## config.mk

```make
export PLATFORM = sky130hd
export DESIGN_NAME = pcie_cpl_tx
export DESIGN_NICKNAME = d
export VERILOG_FILES = /design/src/rtl/pcie_cpl_tx.sv
export SDC_FILE = /design/constraint.sdc
export NUM_CORES = 1
export LEC_CHECK = 0
export BUFFER_PORTS_ARGS = -buffer_cell sky130_fd_sc_hd__buf_2
export CAP_MARGIN = 20
export CELL_PAD_IN_SITES_DETAIL_PLACEMENT = 1
export CELL_PAD_IN_SITES_GLOBAL_PLACEMENT = 1
export CORE_MARGIN = 3
export CORE_UTILIZATION = 39
export DETAILED_ROUTE_END_ITERATION = 8
export GPL_TIMING_DRIVEN = 0
export PLACE_DENSITY_LB_ADDON = 0.3
export SYNTH_ARGS = -nofsm -noshare
export SYNTH_HDL_FRONTEND = slang
export SYNTH_SLANG_ARGS = --single-unit
```

## constraint.sdc

```tcl
create_clock -name clk -period 4.7 [get_ports clk]
set_input_delay 0.94 -clock clk [delete_from_list [all_inputs] [get_ports clk]]
set_output_delay 0.94 -clock clk [all_outputs]
set_load 0.01 [all_outputs]
```

## src/rtl/pcie_cpl_tx.sv

```systemverilog
// pcie_cpl_tx: completion transmitter for the PCIe slave datapath.
// Accepts one completion request at a time and serialises a 3DW Cpl/CplD TLP
// onto a 32-bit AXI stream. CplD payload is pulled from an FWFT FIFO.
module pcie_cpl_tx (
    input  logic        clk,
    input  logic        rst,
    input  logic        i_en,
    input  logic [15:0] i_completer_id,
    input  logic        i_cpl_req,
    input  logic        i_with_data,
    input  logic [15:0] i_req_id,
    input  logic [7:0]  i_tag,
    input  logic [2:0]  i_tc,
    input  logic [1:0]  i_attr,
    input  logic [6:0]  i_lower_addr,
    input  logic [9:0]  i_length,
    input  logic [2:0]  i_status,
    output logic        o_cpl_busy,
    output logic        o_cpl_done,
    input  logic [31:0] i_data,
    input  logic        i_data_valid,
    output logic        o_data_read,
    output logic [31:0] o_axi_data,
    output logic [3:0]  o_axi_keep,
    output logic        o_axi_last,
    output logic        o_axi_valid,
    input  logic        i_axi_ready
);

    // The state names the beat currently held in the output register.
    typedef enum logic [2:0] {
        S_IDLE,
        S_HDR0,
        S_HDR1,
        S_HDR2,
        S_DATA
    } state_t;

    state_t      state_q, state_d;

    // Request fields captured at acceptance; DW0 is built straight into the
    // output register at that same edge, so only DW1/DW2 fields are kept.
    logic        with_data_q;
    logic [15:0] completer_id_q;
    logic [15:0] req_id_q;
    logic [7:0]  tag_q;
    logic [6:0]  lower_addr_q;
    logic [9:0]  length_q;
    logic [2:0]  status_q;
    logic [10:0] remaining_q;   // payload dwords not yet loaded from the FIFO

    logic        accept;
    logic        start;
    logic        pop;

    assign accept      = o_axi_valid & i_axi_ready;
    assign start       = (state_q == S_IDLE) & i_cpl_req & i_en;
    assign o_axi_keep  = 4'hF;
    assign o_cpl_busy  = (state_q != S_IDLE);
    assign o_data_read = pop;

    // State register.
    always_ff @(posedge clk or posedge rst) begin
        // NOTE: sequential state uses non-blocking assignments so every flop
        // samples pre-edge values regardless of block ordering.
        if (rst) state_q <= S_IDLE;
        else     state_q <= state_d;
    end

    // Next-state and FIFO pop decision.
    always_comb begin
        // NOTE: defaults first so no path leaves a variable unassigned (latch).
        state_d = state_q;
        pop     = 1'b0;
        unique case (state_q)
            S_IDLE: if (start) state_d = S_HDR0;
            S_HDR0: if (accept) state_d = S_HDR1;
            S_HDR1: if (accept) state_d = S_HDR2;
            S_HDR2: begin
                if (accept) begin
                    if (with_data_q) begin
                        state_d = S_DATA;
                        // First payload word follows DW2 with no bubble.
                        pop     = i_data_valid;
                    end else begin
                        state_d = S_IDLE;
                    end
                end
            end
            S_DATA: begin
                if (accept && o_axi_last)
                    state_d = S_IDLE;
                else if ((!o_axi_valid || accept) && remaining_q != 11'd0 && i_data_valid)
                    pop = 1'b1;
            end
            default: state_d = S_IDLE;
        endcase
    end

    // Request capture and output beat register.
    always_ff @(posedge clk or posedge rst) begin
        if (rst) begin
            with_data_q    <= 1'b0;
            completer_id_q <= 16'h0;
            req_id_q       <= 16'h0;
            tag_q          <= 8'h0;
            lower_addr_q   <= 7'h0;
            length_q       <= 10'h0;
            status_q       <= 3'h0;
            remaining_q    <= 11'h0;
            o_axi_data     <= 32'h0;
            o_axi_valid    <= 1'b0;
            o_axi_last     <= 1'b0;
            o_cpl_done     <= 1'b0;
        end else begin
            o_cpl_done <= 1'b0;
            unique case (state_q)
                S_IDLE: begin
                    if (start) begin
                        with_data_q    <= i_with_data;
                        completer_id_q <= i_completer_id;
                        req_id_q       <= i_req_id;
                        tag_q          <= i_tag;
                        lower_addr_q   <= i_lower_addr;
                        length_q       <= i_length;
                        status_q       <= i_status;
                        remaining_q    <= (i_length == 10'd0) ? 11'd1024 : {1'b0, i_length};
                        o_axi_data     <= {(i_with_data ? 3'b010 : 3'b000), 5'b01010, 1'b0,
                                           i_tc, 6'b0, i_attr, 2'b0,
                                           (i_with_data ? i_length : 10'd0)};
                        o_axi_valid    <= 1'b1;
                        o_axi_last     <= 1'b0;
                    end
                end
                S_HDR0: begin
                    if (accept)
                        o_axi_data <= {completer_id_q, status_q, 1'b0, length_q, 2'b00};
                end
                S_HDR1: begin
                    if (accept) begin
                        o_axi_data <= {req_id_q, tag_q, 1'b0, lower_addr_q};
                        o_axi_last <= !with_data_q;
                    end
                end
                S_HDR2, S_DATA: begin
                    // Beat consumed: register empties unless a pop refills it below.
                    if (accept) begin
                        o_axi_valid <= 1'b0;
                        o_axi_last  <= 1'b0;
                        o_cpl_done  <= o_axi_last;
                    end
                end
                default: ;
            endcase
            if (pop) begin
                o_axi_data  <= i_data;
                o_axi_valid <= 1'b1;
                o_axi_last  <= (remaining_q == 11'd1);
                remaining_q <= remaining_q - 11'd1;
            end
        end
    end

endmodule
```

==> results.md, run 1 <==
* Most common cell after layout, fill and taps aside: nand2_1
* I/O Pins at 145
* Root Driver: clkbuf_16
* Worst Setup Path Type: reg -> out
* Worst min-delay path startpoint: completer_id_q[6]
* Share of total power in combinational logic at 39.5%
* Status: finished clean
* Rel. slew slack at between 40% and 50%
* Mean Syn Cell Area at 9.14 sq um
* DRC at 0
* CTS H-Tree Depth at 3
* Hold buffer count at cts at 0
* Layout net count at 840
* Fmax at between 200 and 300 MHz
* CTS Buffer Depth at 2
* Die X at 122 um
* Hold endpoint: completer_id_q[6]
* Cells after DPL at about 900
* CP Buf/Inv Count at 5
* Count of max-cap constraint violations at 0
* Clock-pin slew on the worst setup and hold paths at 80 ps
* Sw frac at ~40%
* IR drop worst, VDD at about 0.33 mV
* Synth top area cells: dfrtp_1, nand2_1, mux2i_1
* Crit path DAT at 2590 ps
* All-Layer GR Usage at 25.7%
* Tmin final at 3530 ps
* Core area at around 13000 sq um
* Vias at 5004
* Yosys warns at 0
* Worst-case clock skew at 7.38 ps
* Postcts setup bufs at 0
* Routed WL at 18800 um
* Most frequent cells in the layout: nand2_1, buf_2, dfrtp_1, o21ai_0, mux2i_1
* Yosys top cell by area: dfrtp_1
* Non-filler cells, final at approximately 910
* Vias/cell at 5.49
* Post-Synthesis Cells at 579
* Ys flop type: dfrtp_1
* CP Capture Type: output pin
* Hold slack at about 480 ps
* Cell Chain, Critical Path: inv_1, ha_1, or3b_4, nor3b_2, o21a_1, buf_6, inv_4, buf_2, buf_2
* Worst skew pair latency at ~360 ps
* Leakage at around 3.3 nW
* Final GP Congestion at 0.923
* Synth top area share at 52.0%
* Post-CTS resize count at 0
* P_sw at 0.00171 W
* First-pass GRT wire length at approximately 29000 um
* Mean routed wirelength per cell at a little over 20 um
* Initial DRC count at 373
* Row Count at 41
* RSZ-0062 raised after global routing: no
* Crit share post-route at 75.2%
* Int Pwr at 0.00259 W
* Post-synth design cell area at ~5300 sq um
* Initial core utilization at 40.9%
* Fillers at around 1600
* Reg2Reg Depth at 9
* Slowest cell on crit path: or3b_4
* DRT antenna net count at 0
* CTS sink cnt at 110
* Drt first pass iters at 5
* Post-synth ARST share at 100%
* CTS tree: built
* HP Class: reg -> reg
* Antenna violations before repair at 1
* R2r startpoint: remaining_q[0]
* Area Growth Syn to Fin at 24.9%
* Hpwl dp at 13800 um
* Worst setup SP type: flip-flop
* Max incr delay on CP at 440 ps
* EDFF count, synth at 0
* Clock network power share at 21.3%
* CP startpoint: remaining_q[0]
* Most used cell, CP: buf_2
* Reg2Reg Setup Slack at approximately 2100 ps
* IO Port Bufs at 140
* Share of layout cells above drive strength 1 at 26.3%
* Sequential Power Share at around 39%
* Die H at 122 um
* Largest net degree at the start of global routing at 65
* Gr ovfl total at 0
* Vias in the first global route at 5274
* Setup TNS at 0 ps
* Fin. max-slew vios at 0
* Cell variety after synth at 54
* Crit path max fanout at 10
* Die ar. at between 15000 and 20000 sq um
* CTS Buf Count at 9
* Flops & latches, synth at 110
* Hold path depth at 2
* Family with the most delay on the worst path: simple AND/OR/NAND/NOR gates
* Req. time, crit path at 3760 ps
* Final Hold Viols at 0
* Reg2reg end: o_axi_valid
* Setup violations, final at 0
* Pwr per Cell Area at 651 nW/um^2
* Post-synthesis sequential area ratio at 52.0%
* Worst slew pin tran at 840 ps
-- kinds of logic after synthesis --
| logic type | after synthesis | synth area share (%) |
|---|---|---|
| other cells | 1 | 0.0709 |
| fa+ha+maj | 2 | 0.473 |
| compound gates | 105 | 13.9 |
| simple gates | 287 | 23.7 |
| xor+xnor | 2 | 0.331 |
| buf+inv | 46 | 4.52 |
| mux | 26 | 4.99 |
| flops | 110 | 52.0 |
-- synth_stat cells, types with 5 or more instances --
cell type and instances:
a222oi_1 7, o21ai_0 28, clkbuf_1 13, mux2i_1 23
dfrtp_1 110, buf_2 14, nand2_1 210, nor2_1 13
buf_1 5, a21oi_1 16, a22oi_1 5, o211ai_1 5
a22o_1 14, and2_1 8, nor3_1 20, nand3_1 10
-- how the worst max path moves through the flow --
stage | slack [ps] | depth (start not counted) | to
final | 1170 | 9 | o_data_read
after global routing | 1020 | 9 | o_data_read
after CTS | 1180 | 9 | o_data_read
after detailed placement | 1460 | 8 | o_data_read
after global placement | -540 | 2 | lower_addr_q[2]
after floorplan | 860 | 1 | completer_id_q[0]
-- routing by layer --
metal | GRT usage, % | wire length [um] | vias to the layer above
li1 | - | - | 2298
met1 | 32.6 | 7780 | 2503
met2 | 43.5 | 9320 | 166
met3 | 6.64 | 1290 | 35
met4 | 7.63 | 371 | 2
met5 | 0 | 7 | -
-- power by group through the flow --
stage | Sequential, W | Clock, W | Combinational, W
after floorplan | 0.00165 | 0 | 0.00106
after global placement | 0.00166 | 0 | 0.00161
after detailed placement | 0.00168 | 0 | 0.00169
after CTS | 0.00168 | 0.000931 | 0.00170
after global routing | 0.00174 | 0.000969 | 0.00188
final | 0.00169 | 0.000918 | 0.00170
-- worst reg2reg max path, delay by kind of cell (launching register included) --
family	cells	cell delay [ps]
AO/OA/AOI/OAI	1	150
flip-flops	1	430
adder cells (fa/ha/maj)	1	250
buffers and inverters	4	810
AND/OR/NAND/NOR	3	810
-- state kept, by name, summed over array words and instances, names as in the netlist --
| signal | cells |
|---|---|
| state_q | 3 |
| o_axi_last | 1 |
| remaining_q | 11 |
| with_data_q | 1 |
| completer_id_q | 16 |
| o_axi_valid | 1 |
| req_id_q | 16 |
| lower_addr_q | 7 |
| status_q | 3 |
| o_cpl_done | 1 |
| o_axi_data | 32 |
| length_q | 10 |
| tag_q | 8 |
-- metrics by stage --
stage | worst slack [ps] | power [W] | utilization, % | area, sq um
2_1_floorplan | 858 | 0.00271 | - | 5300
5_1_grt | 1020 | 0.00458 | 51.1 | 6610
6_report | 1170 | 0.00430 | 51.1 | 6610
3_5_place_dp | 1460 | 0.00337 | 48.3 | 6250
4_1_cts | 1180 | 0.00431 | 51.1 | 6610
3_3_place_gp | -539 | 0.00327 | 48.1 | 6220
-- area by class of cell --
class,instances,area (sq um),area share [%]
Sequential cell,110,2750,41.7
Multi-Input combinational cell,426,2310,35.0
Timing Repair Buffer,141,728,11.0
Clock buffer,10,239,3.62
Buffer,41,218,3.29
Tap cell,172,215,3.26
Clock inverter,6,118,1.78
Inverter,5,23.8,0.360
Antenna cell,1,2.50,0.0379
Power figures use the tool's default switching activity.
==> inputs of run 2 (changes only) <==
Clock period 4.7 ns to 3.4 ns, I/O delays scaled along.
==> results.md, run 2 (synthesis results as in run 1) <==
* Status: finished clean
* Worst slew pin tran at 680 ps
* First-pass GRT wire length at approximately 29000 um
* Final GP Congestion at 0.890
* Antenna Cells at 0
* Initial DRC count at 495
* IR drop worst, VDD at 0.483 mV
* Initial core utilization at 40.9%
* Largest net degree at the start of global routing at 39
* Hold buffer count at cts at 0
* Routed WL at around 19000 um
* Most frequent cells in the layout: nand2_1, buf_2, dfrtp_1, o21ai_0, mux2i_1
* Biggest register: o_axi_data
* Final Hold Viols at 0
* CTS sink cnt at 110
* Placed Area at about 6300 sq um
* Rel. slew slack at a little over half
* RSZ-0062 raised after global routing: no
* Overall power at around 0.0058 W
* Vias in the first global route at 5435
* Gr ovfl total at 0
* Vias at 5065
* Hpwl dp at about 14000 um
* CP Capture Type: output pin
* Setup violations, final at 0
* Sequential Power Share at roughly two fifths
* Worst Setup Path Type: reg -> out
* Clock-pin slew on the worst setup and hold paths at ~70 ps
* Layout net count at 842
* Die H at 122 um
* P_sw at 0.00232 W
* Crit share post-route at about 95%
* Crit path max fanout at 10
* Clock network power share at 19.6%
* Req. time, crit path at 2720 ps
* Share of total power in combinational logic at 40.7%
* Final Cell Area at 6610 sq um
* Worst setup SP type: flip-flop
* Grt peak-use layer: met2
* Vias/cell at between 5 and 6
* Fmax at ~310 MHz
* Worst-case clock skew at 6.03 ps
* Post-CTS resize count at 0
* Antenna violations before repair at 2
* DRT antenna net count at 0
* Reg2Reg Setup Slack at 810 ps
* Pwr per Cell Area at 880 nW/um^2
* Root Driver: clkbuf_16
* Most common cell after layout, fill and taps aside: nand2_1
* Fillers at 1585
* CTS H-Tree Depth at 3
* CTS Buffer Depth at 2
* M3 GR Usage at 6.96%
* Biggest regs: o_axi_data x32, completer_id_q x16, req_id_q x16
* Met1 Use GR at 31.0%
* Worst skew pair latency at 350 ps
* Grt met2 use at 44.6%
* IO Port Bufs at 140
* Area Growth Syn to Fin at 24.8%
* Tmin final at 3240 ps
* CTS Buf Count at 9
* Mean routed wirelength per cell at 20.6 um
* I/O Pins at 145
* Max FFs per register at 32
* Leakage at 3.29 nW
* Sw frac at 40.0%
* Setup TNS at 0 ps
* Die X at 122 um
* All-Layer GR Usage at 25.6%
* Core area at between 10000 and 15000 sq um
* Count of max-cap constraint violations at 0
* Die ar. at 15000 sq um
* DRC at 0
* Drt first pass iters at 5
* Share of layout cells above drive strength 1 at about a quarter
* Int Pwr at about 0.0035 W
* Fin. max-slew vios at 0
* HP Class: in -> async
* Postcts setup bufs at 0
* Crit path DAT at 2560 ps
* Row Count at 41
* CTS tree: built
[run 2: layout make-up]
| type | count | area (sq um) | area share, % |
|---|---|---|---|
| plain buffers | 41 | 218 | 3.30 |
| multi-input cells | 426 | 2310 | 35.0 |
| repair buffers | 143 | 768 | 11.6 |
| inverters | 5 | 25.0 | 0.379 |
| clock buffers | 10 | 229 | 3.47 |
| flip-flops and latches | 110 | 2750 | 41.7 |
| clock inverters | 6 | 86.3 | 1.31 |
| well taps | 172 | 215 | 3.26 |
[run 2: critical path, cell delays in order, from the launching register on]
cell and delay [ps]:
dfrtp_1 420, inv_1 90, ha_1 250, or3b_4 440
nor3b_2 250, o21a_1 160, buf_6 150, inv_4 80
buf_2 210, buf_2 170
[run 2: metal layers]
layer	part of all wire, %	vias up
li1	-	2308
met1	40	2544
met3	6.1	35
met4	2.0	4
met5	0.075	-
met2	52	174
[run 2: worst paths after layout]
path	start	end	cells after the start
setup reg to reg	remaining_q[0]	o_axi_valid	9
min in group clk	tag_q[3]	tag_q[3]	2
hold / removal	rst	completer_id_q[6]	2
setup / recovery	remaining_q[0]	o_data_read	9
max in group asynchronous	rst	tag_q[7]	4
hold reg to reg	tag_q[3]	tag_q[3]	2
[run 2: power by group through the flow]
stage	Combinational, W	Clock (W)	Sequential [W]
after floorplan	0.00147	0	0.00228
after global placement	0.00222	0	0.00227
after detailed placement	0.00234	0	0.00232
after CTS	0.00237	0.00116	0.00230
after global routing	0.00261	0.00122	0.00237
final	0.00237	0.00114	0.00231
[run 2: through the flow]
stage	worst slack, ps	hold WS (ps)	util, %	instances
final	157	373	51.1	913
after global routing	35.8	394	51.1	913
after CTS	172	374	51.1	913
after detailed placement	553	464	48.7	897
after global placement	595	458	48.1	894
after floorplan	1010	445	-	582
==> inputs of run 3 (changes only) <==
Settings changed: CTS_BUF_LIST set to sky130_fd_sc_hd__clkbuf_8 sky130_fd_sc_hd__clkbuf_16.
==> results.md, run 3 (synthesis results as in run 1) <==
* Fin. max-slew vios at 0
* IO Port Bufs at 140
* Most frequent cells in the layout: nand2_1, buf_2, dfrtp_1, o21ai_0, mux2i_1
* IR drop worst, VDD at 0.483 mV
* Vias in the first global route at 5435
* CTS Buffer Depth at 2
* Leakage at roughly 3.3 nW
* Clock-pin slew on the worst setup and hold paths at 70 ps
* Setup TNS at 0 ps
* Largest net degree at the start of global routing at 39
* Final Hold Viols at 0
* Vias at 5065
* CTS tree: built
* Core area at 12900 sq um
* Layout net count at ~840
* RSZ-0062 raised after global routing: no
* Drt first pass iters at 5
* HP Class: in -> async
* First-pass GRT wire length at a little under 30000 um
* Die ar. at 15000 sq um
* Hold buffer count at cts at 0
* DRT antenna net count at 0
* Biggest regs: o_axi_data x32, completer_id_q x16, req_id_q x16
* Initial core utilization at 40.9%
* Count of max-cap constraint violations at 0
* Most used cell, CP: buf_2
* Biggest register: o_axi_data
* Hpwl dp at 14100 um
* Slowest cell on crit path: or3b_4
* Hold slack at 373 ps
* I/O Pins at approximately 150
* Antenna violations before repair at 2
* Status: finished clean
* Worst Setup Path Type: reg -> out
* Die X at between 100 and 150 um
* Post-CTS resize count at 0
* Share of layout cells above drive strength 1 at 26.3%
* Crit path DAT at 2560 ps
* Max incr delay on CP at 440 ps
* Row Count at 41
* Pwr per Cell Area at between 800 and 900 nW/um^2
* DRC at 0
* Worst-case clock skew at approximately 6.0 ps
* Most common cell after layout, fill and taps aside: nand2_1
* Cell Chain, Critical Path: inv_1, ha_1, or3b_4, nor3b_2, o21a_1, buf_6, inv_4, buf_2, buf_2
* Crit share post-route at between 90% and 100%
* CTS H-Tree Depth at 3
* Mean routed wirelength per cell at 20.6 um
* Area Growth Syn to Fin at 24.8%
* All-Layer GR Usage at about a quarter
* Postcts setup bufs at 0
* Gr ovfl total at 0
* Max FFs per register at 32
* CTS sink cnt at 110
* Fillers at 1585
* Initial DRC count at slightly below 500
* Root Driver: clkbuf_16
* Final Cell Area at 6610 sq um
* Util after Layout at 51.1%
* Req. time, crit path at between 2000 and 3000 ps
* Worst setup SP type: flip-flop
* Rel. slew slack at 54.5%
* CTS Buf Count at 9
* Final GP Congestion at just under 0.9
* Fmax at 308 MHz
* Vias/cell at 5.55
* Antenna Cells at 0
* Worst skew pair latency at between 300 and 400 ps
* Tmin final at 3240 ps
* Die H at 122 um
* CP Capture Type: output pin
* Placed Area at 6290 sq um
* Setup violations, final at 0
* Crit path max fanout at 10
* Worst slew pin tran at 680 ps
* Routed WL at 18800 um
==> run 3: cell count changes in the layout (fill, tap and decap cells not counted) <==
cell / before / now
clkbuf_1: 14 / 13
inv_1: 3 / 4
==> run 3: path summary, 6_finish.rpt <==
path / from / endpoint / slack, ps / depth (start not counted)
min in group clk: tag_q[3] / tag_q[3] / 480 / 2
min reg2reg: tag_q[3] / tag_q[3] / 480 / 2
min: rst / completer_id_q[6] / 370 / 2
max reg2reg: remaining_q[0] / o_axi_valid / 810 / 9
max: remaining_q[0] / o_data_read / 160 / 9
max in group asynchronous: rst / tag_q[7] / 2270 / 4
==> run 3: cell type report <==
cell class	count	area [sq um]	share of cell area (%)
clock inverters	7	90.1	1.36
repair buffers	143	768	11.6
inverters	5	25.0	0.379
well taps	172	215	3.26
multi-input cells	426	2310	35.0
clock buffers	9	225	3.41
plain buffers	41	218	3.30
flip-flops and latches	110	2750	41.7
==> run 3: routing by layer <==
| metal | global-route usage, % | wire (um) | vias to the layer above |
|---|---|---|---|
| li1 | - | - | 2308 |
| met3 | 6.96 | 1150 | 35 |
| met5 | 0 | 14 | - |
| met4 | 7.42 | 384 | 4 |
| met2 | 44.6 | 9680 | 174 |
| met1 | 31.0 | 7550 | 2544 |
==> run 3: critical path: cells and delay by family, from the launching register on <==
family / cells / cell delay [ps]
buffers and inverters: 5 / 700
AND/OR/NAND/NOR: 2 / 690
flip-flops: 1 / 420
adder cells (fa/ha/maj): 1 / 250
AO/OA/AOI/OAI: 1 / 160
==> run 3: report_power, final <==
part           internal, W  switching [W]
clock network     0.000643       0.000496
registers          0.00190       0.000408
logic             0.000947        0.00142
total              0.00349        0.00232
==> run 3: per-stage QoR <==
stage / worst slack (ps) / instances / power [W]
after detailed placement: 553 / 897 / 0.00466
after CTS: 172 / 913 / 0.00582
final: 157 / 913 / 0.00581
after global placement: 595 / 894 / 0.00450
after floorplan: 1010 / 582 / 0.00375
after global routing: 35.8 / 913 / 0.00620
